$ cat src/rtl/branch_cond_unit.sv
// Branch-condition unit: evaluates a 4-bit condition code against the bus, either
// as a single-operand test or as a signed/unsigned compare with latched operand A.
module branch_cond_unit #(
  parameter int W      = 32,
  parameter int CC_LSB = 0,
  parameter int CNT_W  = 16
) (
  input  logic             clk,
  input  logic             rst,
  input  logic [W-1:0]     bus,
  input  logic [W-1:0]     ir,
  input  logic             ld_a,
  input  logic             con_in,
  output logic             con_out,
  output logic             cond_valid,
  output logic             busy,
  output logic [CNT_W-1:0] taken_cnt
);

  typedef enum logic [1:0] {IDLE, EVAL, RES} state_t;

  state_t           state_reg, state_next;
  logic [W-1:0]     a_reg, a_snap_reg, b_reg;
  logic [3:0]       cc_reg;
  logic             z_reg, n_reg, c_reg, v_reg, bz_reg, bs_reg;
  logic             con_out_reg, cond_valid_reg;
  logic [CNT_W-1:0] cnt_reg;
  logic [W:0]       diff;
  logic             start, load_a, cond;
  logic             unused_ir;

  // Only the condition field of ir is consumed.
  assign unused_ir = ^ir;

  always_comb begin
    state_next = state_reg;
    start      = 1'b0;
    case (state_reg)
      IDLE: begin
        if (con_in) begin
          start      = 1'b1;
          state_next = EVAL;
        end
      end
      EVAL:    state_next = RES;
      RES:     state_next = IDLE;
      default: state_next = IDLE;
    endcase
  end

  assign load_a = (state_reg == IDLE) && ld_a && !con_in;
  assign diff   = {1'b0, a_snap_reg} - {1'b0, b_reg};

  // n^v is the signed less-than; c is the unsigned borrow.
  always_comb begin
    cond = 1'b0;
    case (cc_reg)
      4'd0:    cond = 1'b0;
      4'd1:    cond = 1'b1;
      4'd2:    cond = bz_reg;
      4'd3:    cond = !bz_reg;
      4'd4:    cond = !bs_reg;
      4'd5:    cond = bs_reg;
      4'd6:    cond = z_reg;
      4'd7:    cond = !z_reg;
      4'd8:    cond = n_reg ^ v_reg;
      4'd9:    cond = !(n_reg ^ v_reg);
      4'd10:   cond = c_reg;
      4'd11:   cond = !c_reg;
      4'd12:   cond = !z_reg && !(n_reg ^ v_reg);
      4'd13:   cond = z_reg || (n_reg ^ v_reg);
      4'd14:   cond = !z_reg && !c_reg;
      4'd15:   cond = z_reg || c_reg;
      default: cond = 1'b0;
    endcase
  end

  always_ff @(posedge clk) begin
    if (rst) begin
      state_reg      <= IDLE;
      a_reg          <= '0;
      a_snap_reg     <= '0;
      b_reg          <= '0;
      cc_reg         <= '0;
      z_reg          <= 1'b0;
      n_reg          <= 1'b0;
      c_reg          <= 1'b0;
      v_reg          <= 1'b0;
      bz_reg         <= 1'b0;
      bs_reg         <= 1'b0;
      con_out_reg    <= 1'b0;
      cond_valid_reg <= 1'b0;
      cnt_reg        <= '0;
    end else begin
      state_reg      <= state_next;
      cond_valid_reg <= (state_reg == RES);
      if (load_a) begin
        a_reg <= bus;
      end
      if (start) begin
        b_reg      <= bus;
        cc_reg     <= ir[CC_LSB +: 4];
        a_snap_reg <= a_reg;
      end
      if (state_reg == EVAL) begin
        z_reg  <= (diff[W-1:0] == '0);
        n_reg  <= diff[W-1];
        c_reg  <= diff[W];
        v_reg  <= (a_snap_reg[W-1] != b_reg[W-1]) && (diff[W-1] != a_snap_reg[W-1]);
        bz_reg <= (b_reg == '0);
        bs_reg <= b_reg[W-1];
      end
      if (state_reg == RES) begin
        con_out_reg <= cond;
        if (cond && (cnt_reg != {CNT_W{1'b1}})) begin
          cnt_reg <= cnt_reg + CNT_W'(1);
        end
      end
    end
  end

  assign busy       = (state_reg == EVAL) || (state_reg == RES);
  assign con_out    = con_out_reg;
  assign cond_valid = cond_valid_reg;
  assign taken_cnt  = cnt_reg;

endmodule

$ cat config.mk
export PLATFORM = sky130hd
export DESIGN_NAME = branch_cond_unit
export DESIGN_NICKNAME = d
export VERILOG_FILES = /design/src/rtl/branch_cond_unit.sv
export SDC_FILE = /design/constraint.sdc
export NUM_CORES = 1
export LEC_CHECK = 0
export ABC_AREA = 1
export BUFFER_PORTS_ARGS = -buffer_cell sky130_fd_sc_hd__buf_4
export CELL_PAD_IN_SITES_DETAIL_PLACEMENT = 1
export CELL_PAD_IN_SITES_GLOBAL_PLACEMENT = 1
export CORE_MARGIN = 2
export CORE_UTILIZATION = 30
export CTS_CLUSTER_SIZE = 20
export DETAILED_ROUTE_END_ITERATION = 8
export GPL_ROUTABILITY_DRIVEN = 0
export PLACE_DENSITY_LB_ADDON = 0.3
export RECOVER_POWER = 25
export SYNTH_ARGS = -nofsm -noshare
export SYNTH_HDL_FRONTEND = slang
export SYNTH_SLANG_ARGS = --single-unit
$ cat constraint.sdc
create_clock -name clk -period 2.15 [get_ports clk]
set_input_delay 0.215 -clock clk [delete_from_list [all_inputs] [get_ports clk]]
set_output_delay 0.215 -clock clk [all_outputs]
set_load 0.005 [all_outputs]
Yosys cells after proc, flatten, opt, wreduce, memory -nomap -nowiden
Cells that the tools add are included.
{ "word_totals": {"regBits": 126, "latch_bits": 0, "mem_bits_rw": 0, "mem_bits_ro": 0, "in_bits": 68, "output_inout_bits": 19, "elab_cells": 63, "mem_count": 0} }
{ "op_classes": {"n_addsub": 2, "n_mul": 0, "div": 0, "order_cmp": 0, "n_eq_ne": 21, "shifts": 0, "mux": 5, "bitwise": 1, "n_reduce_logical": 20} }
{ "ops": {"columns": ["operator", "n"], "rows": [
  ["32-bit zero test", 2],
  ["32-bit by 32-bit subtractor with 33-bit output", 1],
  ["4-bit equality test (second input constant)", 8],
  ["16-bit by 1-bit adder with 16-bit output (second input constant)", 1],
  ["4-bit by 3-bit equality test with 1-bit output (second input constant)", 4],
  ["16-bit != test (second input constant)", 1],
  ["1-bit case mux with 16 select lines", 1],
  ["4-bit by 2-bit equality test with 1-bit output (second input constant)", 2],
  ["1-bit logical AND", 6],
  ["1-bit zero test", 6],
  ["4-bit by 1-bit equality test with 1-bit output (second input constant)", 1],
  ["4-bit zero test", 1],
  ["2-bit case mux with 2 select lines", 1],
  ["1-bit logical OR", 3],
  ["2-bit by 1-bit equality test with 1-bit output (second input constant)", 1],
  ["2-bit equality test (second input constant)", 1],
  ["2-bit zero test", 1],
  ["1-bit 2-to-1 mux", 2],
  ["2-bit 2-to-1 mux", 1],
  ["1-bit != test", 2],
  ["2-bit != test (second input constant)", 1],
  ["2-bit AND reduction", 1],
  ["1-bit XOR", 1]
]} }

Logic depth before layout (Yosys ltp)
{ "depth": {"depth_word": 6, "ltp_mapped": 19, "ltp_nobuf": 19} }

Worst setup path after synthesis
OpenSTA, ideal clock, no wires.
{ "synth_timing": {"kind": "register to register", "from": "register a_snap_reg[0]", "to": "register z_reg", "setup_time_ps": 71, "t_arrival_ps": 1993, "t_required_ps": 2079, "slack_ps": 87, "stages_incl_launch_ff": 19, "path_buffers": 0, "period_less_slack_ps": 2063, "cell_sequence": "dfxtp_1 > inv_1 > ha_1 > fa_1 > inv_1 > nand3_1 > nand3_1 > nand2_1 > nand2_1 > nand2_1 > nand2_1 > nand2_1 > nand3_1 > nand2_1 > nor2_1 > nand2_1 > nor2_1 > nand2_1 > a21oi_1"} }
{ "synth_via": {"elab_chain_cells": 2} }
{ "synth_lines": {"columns": ["item", "line_no", "rtl"], "rows": [
  ["start: declaration", "23", "logic [W-1:0] a_reg, a_snap_reg, b_reg;"],
  ["start signal: assignment", "103", "a_snap_reg <= a_reg;"],
  ["32-bit by 32-bit subtractor with 33-bit output", "52", "assign diff = {1'b0, a_snap_reg} - {1'b0, b_reg};"],
  ["32-bit zero test", "106", "z_reg <= (diff[W-1:0] == '0);"],
  ["end signal: assignment", "106", null],
  ["end: declaration", "25", "logic z_reg, n_reg, c_reg, v_reg, bz_reg, bs_reg;"]
]} }
No other way between the ends.
A chain may end at the register's enable or synchronous reset.

Worst setup path after layout
Same ends and word-level chain as after synthesis.

==> run_results.csv <==
group,metric,value,unit
status,outcome,"complete, but fails checks",
status,violations,"setup timing",
worst_setup_path,crit_top_cell,"nand2_1",
routing,firstDrtPassIters,4,
routing,drt_iter0_drc,222,
floorplanning,start_util,30.61,%
worst_setup_path,crit_path_max_fanout,2,
worst_setup_path,slowest_stage,"fa_2",
worst_setup_path,crit_cells,15,
routing,drt_wl_total,24850,um
clock_network,cts_buffers,17,
logic_synthesis,synth.distinct_cells,40,
min_path,worstHoldPathType,"in2reg",
global_route,met2_usage,32.96,%
floorplanning,die_area,26170,sq um
worst_setup_path,required,2.51,ns
place,place_hpwl,18120,um
logic_synthesis,post_synth.cell_area_avg,6.259,sq um
place,placed_area,9042,sq um
cells_and_area,fillCellCount,3163,
cells_and_area,layout_commonest_cell,"nand2_1",
clock_network,clock_latency,0.43,ns
logic_synthesis,synth-edff-count,0,
timing,skew,0.01114,ns
worst_setup_path,crit_type,"reg2reg",
global_route,grt_overflow,0,
timing,setup_viol,1,
worst_setup_path,critPathBufInv,1,
logic_synthesis,syn-num-nets,1300,
floorplanning,die_h,161.8,um
cells_and_area,layout-drive-gt1-share,24.69,%
timing,tightest_slew,0.9707,ns
min_path,hold_path_depth,3,
power,ir_drop,0.6302,mV
cells_and_area,n_antenna_cell,0,
timing,hold_viol_final,0,
floorplanning,fp.dieW,161.8,um
timing,layout_setup_ws,-0.1048,ns
cells_and_area,final_core_util,41.85,%
worst_setup_path,reg2regPathDepth,15,
global_route,grt_util_all_layers,18.63,%
global_route,use_met3,3.396,%
logic_synthesis,synth_area,7467,sq um
global_route,grt_max_degree,107,
global_route,antenna_found_initial,0,
routing,drc,0,
clock_network,htree_levels,4,
place,dp_slack,-0.2194,ns
clock_network,root_buffer,"clkbuf_16",
worst_setup_path,cp-end-kind,"flop",
timing,slew_viol_final,0,
cells_and_area,most-common-layout-cells,"nand2_1 (250), nor2_1 (195), inv_1 (166)",
clock_network,cts_tree,"done",
place,numPortBuffers,58,
floorplanning,core_area,24390,sq um
cells_and_area,syn_to_final_growth,36.71,%
logic_synthesis,synth_ff_type,"dfxtp_1",
worst_setup_path,crit_path_max_incr_delay,0.54,ns
timing,rsz0062_at_grt,"yes",
clock_network,postCtsHoldBufs,0,
cells_and_area,fin_nets,1459,
worst_setup_path,crit_chain,"inv_2, ha_2, fa_2, nand3_2, nor2_2, nand2_1, nor2_1, nand2_1, nor2_2, nand3_1, nor2_1, nand2_1, nor2_1, nand2_1, a21oi_2",
clock_network,cts_buffer_depth,2,
routing,avgRoutedWirePerCell,14.71,um
global_route,grt_pass1_vias,8117,
worst_setup_path,path_delay_family,"simple AND/OR/NAND/NOR gates",
logic_synthesis,ys_seq_area_share,33.78,%
logic_synthesis,synthArstFlopShare,0,%
cells_and_area,final_area,10210,sq um
cells_and_area,multi_input_area,4623,sq um
global_route,busiest_layer,"met2",
timing,slew_headroom,35.29,%
global_route,grt_pass1_wl,39280,um
power,p_per_area,1086,nW/um^2
timing,min_period,2.255,ns
run,max_cap_violations,0,
worst_setup_path,start_kind,"flop",
timing,post-route-period-util,104.9,%
clock_network,clk_transition_reported_paths,0.07,ns
routing,vias,7952,
routing,avgViaCountPerCell,4.708,
routing,antenna_left,0,
cells_and_area,seq_area,2530,sq um
worst_setup_path,cp.arrival,2.62,ns
power,leakage,4.865,nW
floorplanning,ios,87,
global_route,met1_usage,23.49,%
logic_synthesis,ys_ff_latch,126,
logic_synthesis,synthCells,1193,
clock_network,clock_sinks,126,
logic_synthesis,ys_warn_count,0,
timing,timing.fmax,443.5,MHz
floorplanning,rows,57,
## where the power goes
group | switching (mW) | internal, mW
clock | 1.21 | 2.00
sequential | 0.175 | 2.61
combinational | 2.93 | 2.15
total | 4.32 | 6.77
## synth_stat cells, types with 2 or more instances
cell | count | area share [%]
a21oi_1 | 73 | 4.9
a41oi_1 | 2 | 0.23
and2_1 | 4 | 0.34
buf_2 | 2 | 0.13
clkbuf_1 | 32 | 1.6
dfxtp_1 | 126 | 34
ha_1 | 38 | 6.4
inv_1 | 184 | 9.2
nand2_1 | 286 | 14
nand2_2 | 3 | 0.25
nand3_1 | 54 | 3.6
nand3_2 | 3 | 0.40
nand4_1 | 17 | 1.4
nor2_1 | 205 | 10
nor3_1 | 13 | 0.87
nor3_2 | 3 | 0.40
nor4_1 | 5 | 0.42
o211ai_1 | 2 | 0.20
o21a_1 | 3 | 0.30
o21ai_0 | 109 | 7.3
o21ai_1 | 2 | 0.13
o21ai_2 | 2 | 0.23
xnor2_1 | 4 | 0.47
xor2_1 | 5 | 0.59
## what timing repair did
action	4_1_cts	5_1_grt
buffers inserted	0	4
gates resized for setup	15	112
pin swaps	8	16
setup endpoints to repair	3	7
## logic make-up (layout without fill, tap and decap cells)
kind of cell               after synthesis  after routing  share of synthesized area, %
buffers and inverters                  221            393                         11.31
DFF                                    126            126                         33.78
and+or+nand+nor                        602            602                         33.58
AOI/OAI and AO/OA                      196            196                         13.64
xor gates and xnor gates                 9              9                         1.056
adders and majority gates               39             39                         6.635
## final timing paths
| check | start | end | slack, ns |
|---|---|---|---|
| max | a_snap_reg[0] | z_reg | -0.10 |
| max reg2reg | a_snap_reg[0] | z_reg | -0.10 |
| min reg2reg | a_reg[15] | a_reg[15] | 0.48 |
| min | ir[3] | cc_reg[3] | 0.05 |
## stage by stage
step	cells	power (mW)	hold WS, ns	setup TNS (ns)
after global placement	1653	7.218	0.4564	-0.2482
final	1689	11.09	0.04585	-0.1048
after detailed placement	1653	7.315	0.4662	-0.3771
after floorplan	1193	5.495	0.3800	0
after global routing	1689	11.94	0.05537	-1.212
after CTS	1685	10.64	0.03019	-0.1747
## layer usage
layer	vias up	part of all wire (%)
met4	0	0.89
met3	20	3.0
met5	-	0
met2	94	50
li1	4071	-
met1	3767	46
## final cells by class
| cell class | count | share of cell area [%] |
|---|---|---|
| multi-input combinational | 846 | 45.29 |
| sequential | 126 | 24.78 |
| timing repair buffer | 175 | 12.77 |
| inverter | 186 | 6.888 |
| clock buffer | 18 | 4.302 |
| tap | 324 | 3.971 |
| clock inverter | 14 | 1.998 |
## worst min-delay path, stage by stage
cell and delay (ns):
buf_4 0.07, o21ai_0 0.07, nor2_1 0.08
Note: power is estimated with default switching activity, not from simulation.
